==> config.mk <==
export PLATFORM = sky130hd
export DESIGN_NAME = sram_fifo_ctl_flat
export DESIGN_NICKNAME = d
export VERILOG_FILES = /design/src/rtl/sram_fifo_ctl_if.sv /design/src/rtl/sram_fifo_ctl.sv /design/src/flat_wrapper.sv
export SDC_FILE = /design/constraint.sdc
export NUM_CORES = 1
export LEC_CHECK = 0
export ABC_AREA = 1
export CAP_MARGIN = 20
export CORE_UTILIZATION = 37
export CTS_CLUSTER_DIAMETER = 60
export CTS_CLUSTER_SIZE = 14
export DETAILED_ROUTE_END_ITERATION = 6
export PLACE_DENSITY_LB_ADDON = 0.25
export SETUP_SLACK_MARGIN = 0.2
export SYNTH_ARGS = -nofsm -noshare
export SYNTH_HDL_FRONTEND = slang
export SYNTH_SLANG_ARGS = --single-unit
==> constraint.sdc <==
create_clock -name CLK -period 5.3 [get_ports CLK]
set_clock_uncertainty 0.1 [all_clocks]
set_input_delay 1.06 -clock CLK [delete_from_list [all_inputs] [get_ports CLK]]
set_output_delay 1.06 -clock CLK [all_outputs]
set_load 0.02 [all_outputs]
==> src/rtl/sram_fifo_ctl_if.sv <==
// rtl/sram_fifo_ctl_if.sv - stream, status and SRAM controller signals of sram_fifo_ctl
interface sram_fifo_ctl_if #(
  parameter int ADDR_W = 23
);
  logic [15:0]       IN_DATA;
  logic              IN_VALID;
  logic              IN_READY;
  logic [15:0]       OUT_DATA;
  logic              OUT_VALID;
  logic              OUT_READY;
  logic [ADDR_W:0]   SIZE;
  logic              FULL;
  logic              EMPTY;
  logic [ADDR_W-1:0] SRAM_ADDR_WR;
  logic [ADDR_W-1:0] SRAM_ADDR_RD;
  logic [15:0]       SRAM_DATA_IN;
  logic              SRAM_WE;
  logic              SRAM_RD;
  logic [15:0]       SRAM_DATA_OUT;
  logic              SRAM_DATA_OUT_VALID;

  modport master (
    input  IN_DATA, IN_VALID, OUT_READY, SRAM_DATA_OUT, SRAM_DATA_OUT_VALID,
    output IN_READY, OUT_DATA, OUT_VALID, SIZE, FULL, EMPTY,
           SRAM_ADDR_WR, SRAM_ADDR_RD, SRAM_DATA_IN, SRAM_WE, SRAM_RD
  );

  modport slave (
    output IN_DATA, IN_VALID, OUT_READY, SRAM_DATA_OUT, SRAM_DATA_OUT_VALID,
    input  IN_READY, OUT_DATA, OUT_VALID, SIZE, FULL, EMPTY,
           SRAM_ADDR_WR, SRAM_ADDR_RD, SRAM_DATA_IN, SRAM_WE, SRAM_RD
  );
endinterface

==> src/rtl/sram_fifo_ctl.sv <==
// rtl/sram_fifo_ctl.sv - streams through a ZBT SRAM as one large FIFO with a credit-limited FWFT output buffer
module sram_fifo_ctl #(
  parameter int ADDR_W    = 23,
  parameter int WR_LAT    = 3,
  parameter int RD_LAT    = 2,
  parameter int OUT_DEPTH = 8
) (
  input logic            CLK,
  input logic            RESET,
  sram_fifo_ctl_if.master bus
);
  localparam int CW = $clog2(OUT_DEPTH + 1);
  localparam int BW = $clog2(OUT_DEPTH);
  localparam int IW = $clog2(RD_LAT + 1);
  localparam int PL = WR_LAT - 1;
  localparam logic [ADDR_W:0] DEPTH = (ADDR_W+1)'(1) << ADDR_W;

  logic [ADDR_W:0] wr_ptr, rd_ptr, size, avail;
  logic [PL-1:0]   commit_sr;
  logic [CW-1:0]   inflight, buf_count;
  logic [BW-1:0]   buf_wp, buf_rp;
  logic [15:0]     buf_mem [OUT_DEPTH];
  logic [IW-1:0]   ign_cnt;
  logic            full, in_ready, accept, commit, rd_issue, ret, pop, out_valid;

  assign size      = wr_ptr - rd_ptr;
  assign full      = (size == DEPTH);
  assign in_ready  = ~full & ~RESET;
  assign accept    = bus.IN_VALID & in_ready;
  // The shift register is one stage shorter than WR_LAT because avail is itself a
  // register: the word becomes readable exactly WR_LAT cycles after its accept.
  assign commit    = commit_sr[PL-1];
  assign rd_issue  = ~RESET & (avail != '0) &
                     (((CW+1)'(inflight) + (CW+1)'(buf_count)) < (CW+1)'(OUT_DEPTH));
  assign ret       = bus.SRAM_DATA_OUT_VALID & (ign_cnt == '0);
  assign out_valid = (buf_count != '0);
  assign pop       = out_valid & bus.OUT_READY;

  assign bus.IN_READY     = in_ready;
  assign bus.SRAM_WE      = accept;
  assign bus.SRAM_ADDR_WR = wr_ptr[ADDR_W-1:0];
  assign bus.SRAM_DATA_IN = bus.IN_DATA;
  assign bus.SRAM_RD      = rd_issue;
  assign bus.SRAM_ADDR_RD = rd_ptr[ADDR_W-1:0];
  assign bus.OUT_VALID    = out_valid;
  assign bus.OUT_DATA     = buf_mem[buf_rp];
  assign bus.SIZE         = size;
  assign bus.FULL         = full;
  assign bus.EMPTY        = (size == '0) & (buf_count == '0);

  always_ff @(posedge CLK) begin
    if (RESET) begin
      wr_ptr    <= '0;
      rd_ptr    <= '0;
      avail     <= '0;
      commit_sr <= '0;
      inflight  <= '0;
      buf_count <= '0;
      buf_wp    <= '0;
      buf_rp    <= '0;
      // Reads still in the controller pipeline come back after reset and must be dropped.
      ign_cnt   <= IW'(RD_LAT);
    end else begin
      if (accept)
        wr_ptr <= wr_ptr + 1'b1;
      if (rd_issue)
        rd_ptr <= rd_ptr + 1'b1;
      commit_sr <= (commit_sr << 1) | PL'(accept);
      avail     <= avail + (ADDR_W+1)'(commit) - (ADDR_W+1)'(rd_issue);
      inflight  <= inflight + CW'(rd_issue) - CW'(ret);
      buf_count <= buf_count + CW'(ret) - CW'(pop);
      if (ret)
        buf_wp <= buf_wp + 1'b1;
      if (pop)
        buf_rp <= buf_rp + 1'b1;
      if (ign_cnt != '0)
        ign_cnt <= ign_cnt - 1'b1;
      assert (!(ret && !pop && buf_count == CW'(OUT_DEPTH)));
    end
  end

  always_ff @(posedge CLK) begin
    if (ret && !RESET)
      buf_mem[buf_wp] <= bus.SRAM_DATA_OUT;
  end
endmodule
==> src/flat_wrapper.sv <==
// flat-port wrapper written by rule: the top's interface ports become plain ports
module sram_fifo_ctl_flat 
#(
  parameter int ADDR_W    = 23,
  parameter int WR_LAT    = 3,
  parameter int RD_LAT    = 2,
  parameter int OUT_DEPTH = 8
)
  (CLK, RESET, bus_IN_DATA, bus_IN_VALID, bus_OUT_READY, bus_SRAM_DATA_OUT, bus_SRAM_DATA_OUT_VALID, bus_IN_READY, bus_OUT_DATA, bus_OUT_VALID, bus_SIZE, bus_FULL, bus_EMPTY, bus_SRAM_ADDR_WR, bus_SRAM_ADDR_RD, bus_SRAM_DATA_IN, bus_SRAM_WE, bus_SRAM_RD);
  sram_fifo_ctl_if #(.ADDR_W(ADDR_W)) bus_i ();
  input logic CLK;
  input logic RESET;
  input wire logic [$bits(bus_i.IN_DATA)-1:0] bus_IN_DATA;
  input wire logic [$bits(bus_i.IN_VALID)-1:0] bus_IN_VALID;
  input wire logic [$bits(bus_i.OUT_READY)-1:0] bus_OUT_READY;
  input wire logic [$bits(bus_i.SRAM_DATA_OUT)-1:0] bus_SRAM_DATA_OUT;
  input wire logic [$bits(bus_i.SRAM_DATA_OUT_VALID)-1:0] bus_SRAM_DATA_OUT_VALID;
  output wire logic [$bits(bus_i.IN_READY)-1:0] bus_IN_READY;
  output wire logic [$bits(bus_i.OUT_DATA)-1:0] bus_OUT_DATA;
  output wire logic [$bits(bus_i.OUT_VALID)-1:0] bus_OUT_VALID;
  output wire logic [$bits(bus_i.SIZE)-1:0] bus_SIZE;
  output wire logic [$bits(bus_i.FULL)-1:0] bus_FULL;
  output wire logic [$bits(bus_i.EMPTY)-1:0] bus_EMPTY;
  output wire logic [$bits(bus_i.SRAM_ADDR_WR)-1:0] bus_SRAM_ADDR_WR;
  output wire logic [$bits(bus_i.SRAM_ADDR_RD)-1:0] bus_SRAM_ADDR_RD;
  output wire logic [$bits(bus_i.SRAM_DATA_IN)-1:0] bus_SRAM_DATA_IN;
  output wire logic [$bits(bus_i.SRAM_WE)-1:0] bus_SRAM_WE;
  output wire logic [$bits(bus_i.SRAM_RD)-1:0] bus_SRAM_RD;
  assign bus_i.IN_DATA = bus_IN_DATA;
  assign bus_i.IN_VALID = bus_IN_VALID;
  assign bus_i.OUT_READY = bus_OUT_READY;
  assign bus_i.SRAM_DATA_OUT = bus_SRAM_DATA_OUT;
  assign bus_i.SRAM_DATA_OUT_VALID = bus_SRAM_DATA_OUT_VALID;
  assign bus_IN_READY = bus_i.IN_READY;
  assign bus_OUT_DATA = bus_i.OUT_DATA;
  assign bus_OUT_VALID = bus_i.OUT_VALID;
  assign bus_SIZE = bus_i.SIZE;
  assign bus_FULL = bus_i.FULL;
  assign bus_EMPTY = bus_i.EMPTY;
  assign bus_SRAM_ADDR_WR = bus_i.SRAM_ADDR_WR;
  assign bus_SRAM_ADDR_RD = bus_i.SRAM_ADDR_RD;
  assign bus_SRAM_DATA_IN = bus_i.SRAM_DATA_IN;
  assign bus_SRAM_WE = bus_i.SRAM_WE;
  assign bus_SRAM_RD = bus_i.SRAM_RD;
  sram_fifo_ctl #(.ADDR_W(ADDR_W), .WR_LAT(WR_LAT), .RD_LAT(RD_LAT), .OUT_DEPTH(OUT_DEPTH)) u_core (.CLK(CLK), .RESET(RESET), .bus(bus_i));
endmodule
-- Word-level counts from Yosys, hierarchy flattened
Memory sizes are Yosys's and may differ from the RTL's. A register that Yosys moved wholly into a read port is not among the register bits.
Index checks and enable logic that the tools add are counted.
- bits in registers: 90
- RAM bits: 128
- input port bits: 37
- output and inout bits: 108
- logic and storage cells: 47
- memories kept: 1
- memory list (memory ; words ; bits a word ; read ports ; clocked after memory_dff ; write ports ; line ; text):
    u_core.buf_mem ; 8 ; 16 ; 1 ; 1 ; 1 ; sram_fifo_ctl.sv:22 ; logic [15:0] buf_mem [OUT_DEPTH];
- $add $sub $neg: 13
- $lt $le $gt $ge: 1
- equality and inequality tests: 1
- mux-type cells: 4
- bitwise operators: 10
- reductions and logical operators: 8
- operators with widths (cell ; number):
    adder 24 x 1 -> 24 bit, second input constant ; 2
    adder 24 x 1 -> 24 bit ; 1
    == test 24 bit, second input constant ; 1
    zero test 24 bit ; 1
    nonzero test 24 bit ; 1
    subtractor 24 x 1 -> 24 bit ; 1
    subtractor 24 bit ; 1
    adder 4 x 1 -> 4 bit ; 2
    subtractor 4 x 1 -> 4 bit ; 2
    AND 1 bit ; 7
    adder 3 x 1 -> 3 bit, second input constant ; 2
    2-to-1 mux 3 bit ; 2
    adder 4 x 4 -> 5 bit ; 1
    less-than comparator 5 x 4 -> 1 bit, second input constant ; 1
    zero test 4 bit ; 1
    nonzero test 4 bit ; 1
    zero test 2 bit ; 1
    2-to-1 mux 1 bit ; 2
    NOT 1 bit ; 2
    bitwise OR 2 x 1 -> 2 bit ; 1
    nonzero test 2 bit ; 1
    subtractor 2 x 1 -> 2 bit, second input constant ; 1
    logical AND 1 bit ; 1
    zero test 1 bit ; 1

-- Longest topological paths before layout
- depth in word-level cells: 6
- gate-level depth with buffers: 21
- depth with buffers taken out: 20

-- Least setup slack after synthesis
No wires, ideal clock.
- kind: input to register
- start point: in RESET
- end point: reg u_core.avail[17]
- library setup time: 0.116 ns
- arrival time: 4.035 ns
- slack: 1.049 ns
- stages on the path: 20
- buffers on the path: 2
- cell sequence: clkbuf_1 > inv_1 > nand2_1 > nor3_1 > nand2_1 > inv_1 > buf_1 > ha_1 > inv_1 > ha_1 > nand3_1 > nand3_1 > a21oi_1 > or2_1 > nor2_1 > a21boi_1 > o21ai_0 > a21oi_1 > o21ai_0 > nor2_1
- word-level cells in the longest chain between the ends: 4
- ends and longest elaborated chain (item ; line ; text):
    start: declaration ; flat_wrapper.sv:12 ; input logic RESET;
    NOT 1 bit ; sram_fifo_ctl.sv:33 ; assign rd_issue = ~RESET & (avail != '0) &
    AND 1 bit (2 in series) ; sram_fifo_ctl.sv:33 ;
    via bus_SRAM_RD ; flat_wrapper.sv:28 ; output wire logic [$bits(bus_i.SRAM_RD)-1:0] bus_SRAM_RD;
    subtractor 24 x 1 -> 24 bit ; sram_fifo_ctl.sv:69 ; avail <= avail + (ADDR_W+1)'(commit) - (ADDR_W+1)'(rd_issue);
    end signal: assignment ; sram_fifo_ctl.sv:69 ;
    end: declaration ; sram_fifo_ctl.sv:18 ; logic [ADDR_W:0] wr_ptr, rd_ptr, size, avail;
The timed path passes the listed nets, and every way through them passes these cells.
A chain may end at the register's enable or synchronous reset.

-- Worst setup path after layout
- start point: reg u_core.wr_ptr[0]
- end point: out bus_EMPTY
- word-level cells in the longest chain between the ends: 3
- ends and longest elaborated chain (item ; line ; text):
    start: declaration ; sram_fifo_ctl.sv:18 ;
    start signal: assignment ; sram_fifo_ctl.sv:65 ; wr_ptr <= wr_ptr + 1'b1;
    subtractor 24 bit ; sram_fifo_ctl.sv:26 ; assign size = wr_ptr - rd_ptr;
    zero test 24 bit ; sram_fifo_ctl.sv:49 ; assign bus.EMPTY = (size == '0) & (buf_count == '0);
    AND 1 bit ; sram_fifo_ctl.sv:49 ;
    end: declaration ; flat_wrapper.sv:23 ; output wire logic [$bits(bus_i.EMPTY)-1:0] bus_EMPTY;
No other way between the ends.

==> flow_summary.yaml <==
run_status:
  status: "completed"
clocking:
  cts_made_buffers: 21
  cts_setup_buffers: 0
  clk_latency_ns: 0.50
  cts_tree: "yes"
  max-clock-path-buffers: 3
  clk_pin_slew_worst_paths_ns: 0.07
  cts_root_buffer: "clkbuf_16"
  clkSinkCount: 221
  h-tree-depth: 1
final_layout:
  num-fill-cells: 3471
  drive_gt1_frac: 0.0656
  nets: 1840
  diodes: 0
  post-route-util: 0.433
  syn_to_final_growth_pct: 14.2
worst_setup_path:
  crit_top_cell: "nand2_1"
  critPathKind: "flip-flop to output port"
  worstPathMaxFanout: 4
  critPathCaptureType: "output port"
  cp_top_family: "simple AND/OR/NAND/NOR gates"
  crit_buf_inv: 3
  crit_path_cell_trace: "inv_1, ha_1, fa_1, inv_1, nand3_1, nand2_1, nand3_1, nand3_2, nand2_1, nand2_1, nand2_1, nand2_1, nand2_2, nor4_1, and3_1, clkdlybuf4s50_1"
  start_kind: "flip-flop"
  cp_data_required_time_ns: 4.14
  critPathSlowestCell: "clkdlybuf4s50_1"
  critPathMaxStageDelay_ns: 0.61
  crit_arrival_ns: 3.67
route:
  drc: 0
  viasPerCell: 4.98
  ant_nets: 0
  wl_per_cell_um: 15.4
  dr.pass1.iters: 5
  drt_iter0_drc: 758
  drt_wl_total_um: 33800
  dr_total_vias: 10900
global_route:
  gr-total-overflow: 0
  grt_pass1_wl_um: 52500
  grt_max_degree: 65
  grt_pass1_vias: 9976
  track_usage: 0.183
  antenna_found_initial: 0
sta:
  tns_ns: 0
  finalCritPeriodShare: 0.912
  relSlewSlack: 0.324
  rsz0062_at_grt: "false"
  setup_ws_ns: 0.468
  setup_viol: 0
  period_needed_ns: 4.83
  drv_slew: 0
  tightestPinTransition_ns: 1.01
  hold_violations: 0
  timing.fmax_mhz: 207
synthesis:
  synth_edf_count: 128
  ys_seq_elements: 221
  yosys-top-cells-area: "edfxtp_1 29%, dfxtp_1 14%, nand2_1 9.0%"
  syn_area_mm2: 0.0132
  synth_ff_type: "edfxtp_1"
  synthesis.instances: 1675
  syn_avg_cell_area_um2: 7.87
  synthArstFlopShare: 0
  synth_top_cell_area_share: 0.292
  yosys_warnings: 0
  yosysUniqueCellTypes: 55
  yosysTopAreaCell: "edfxtp_1"
  synth.net_count: 1791
  ys_seq_area_frac: 0.433
placement:
  dpl.hpwl_um: 24400
  port_buffers: 112
  dpl_worst_slack_ns: 1.01
  gp_congestion: 0.905
power:
  power_mw: 6.64
  worst_ir_drop_vdd_uv: 222
  power_density_mw_per_mm2: 441
  leakagePower_nw: 6.27
floorplanning:
  initial_core_util: 0.379
  placeableCoreArea_mm2: 0.0348
  ios: 145
  die_w_um: 191
  dieArea_mm2: 0.0364
  die_h_um: 191
  num_rows: 68
job:
  max_cap_viol_count: 0
min_path:
  holdCritPathClass: "flip-flop to flip-flop"
==> cells by family after synthesis <==
| kind of cell | Yosys count | share of synthesized area |
|---|---|---|
| simple gates | 751 | 0.250 |
| flops | 221 | 0.433 |
| xor+xnor | 18 | 0.0125 |
| fa+ha+maj | 79 | 0.0773 |
| compound gates | 262 | 0.109 |
| buf+inv | 344 | 0.119 |
==> layout by cell type, fill, tap and decap left out, drive strengths merged, types with 2 or more instances in the layout <==
cell type        n
a211oi           2
a21boi           2
a21o             5
a21oi           86
a31oi           22
buf             16
clkbuf          31
clkdlybuf4s50  110
clkinv           5
clkinvlp         2
dfxtp           93
edfxtp         128
fa               4
ha              75
inv            242
nand2          332
nand3           85
nand3b           7
nand4           24
nor2           251
nor3            31
nor4            13
o21a             3
o21ai          114
o21bai           5
o22ai           16
o31ai            3
or2              4
xnor2            3
xor2            15
==> where the power goes <==
part,switching (mW),total [mW],leakage [nW],internal [mW]
Clock,0.646,1.39,0.288,0.747
Sequential,0.0953,2.06,1.91,1.97
Combinational,1.98,3.18,4.06,1.20
Total,2.73,6.64,6.27,3.92
==> worst paths after layout <==
kind / start / endpoint / slack (ns) / depth (start not counted)
setup / recovery: u_core.wr_ptr[0] / bus_EMPTY / 0.47 / 16
hold reg to reg: u_core.commit_sr[0] / u_core.commit_sr[1] / 0.30 / 2
hold / removal: u_core.commit_sr[0] / u_core.commit_sr[1] / 0.30 / 2
setup reg to reg: u_core.avail[9] / u_core.avail[20] / 1.42 / 19
==> synthesized netlist by cell type, types with 14 or more instances <==
| library cell | n |
|---|---|
| a31oi_1 | 22 |
| o21ai_0 | 112 |
| ha_1 | 75 |
| dfxtp_1 | 93 |
| nor2_1 | 236 |
| xor2_1 | 14 |
| buf_4 | 62 |
| nand2_2 | 14 |
| clkbuf_1 | 28 |
| a21oi_1 | 83 |
| nor3_1 | 29 |
| inv_1 | 230 |
| o22ai_1 | 16 |
| nand2_1 | 317 |
| nand4_1 | 24 |
| edfxtp_1 | 128 |
| nand3_1 | 75 |
==> sequential cells by signal (all words and copies together), names as in the netlist, named ones only <==
signal and count:
u_core.buf_wp 3, u_core.buf_rp 3, u_core.wr_ptr 24, u_core.buf_count 4, u_core.ign_cnt 2, u_core.rd_ptr 24
u_core.buf_mem 128, u_core.inflight 4, u_core.avail 24, u_core.commit_sr 2
==> timing repair <==
item | CTS | global route
endpoints found under the setup margin | 0 | 1
endpoints found under the hold margin | 0 | 0
hold buffers | 0 | 0
resized for setup | 0 | 1
==> area by class of cell <==
class	instances	area, um^2	area share
sequential	221	5710	0.379
clock inverter	6	50.0	0.00332
clock buffer	31	563	0.0374
multi-input combinational	1110	5990	0.398
inverter	243	917	0.0609
tap	455	569	0.0378
timing repair buffer	127	1260	0.0836
==> through the flow <==
step | hold WS [ns] | cell area, um^2 | instances
final | 0.305 | 15100 | 2193
after global routing | 0.341 | 15100 | 2193
after CTS | 0.309 | 15000 | 2191
after detailed placement | 0.299 | 14400 | 2154
after global placement | 0.294 | 14400 | 2154
after floorplan | 0.288 | 13200 | 1675
==> layer usage <==
| layer | routed length [um] | track usage | vias up | share of wire |
|---|---|---|---|---|
| met4 | 1050 | 0.0578 | 0 | 0.031 |
| met1 | 15900 | 0.251 | 5003 | 0.47 |
| met2 | 14900 | 0.295 | 305 | 0.44 |
| met5 | 0 | 0 | - | 0 |
| met3 | 1970 | 0.0274 | 55 | 0.058 |
| li1 | - | - | 5551 | - |
==> worst reg2reg max path, cell delays in order (launching register included) <==
cell	delay, ns
dfxtp_1	0.31
inv_1	0.08
ha_1	0.19
nand3_1	0.10
nor4_1	0.43
nor3_1	0.09
nand2_1	0.09
inv_1	0.04
buf_4	0.19
ha_1	0.29
inv_1	0.04
ha_1	0.20
fa_1	0.45
a21oi_1	0.35
o21ai_0	0.26
a21oi_1	0.26
o21ai_0	0.14
nand2_1	0.08
nand2_1	0.04
nor2_1	0.08
No activity file was read; power rests on OpenSTA's default activity.
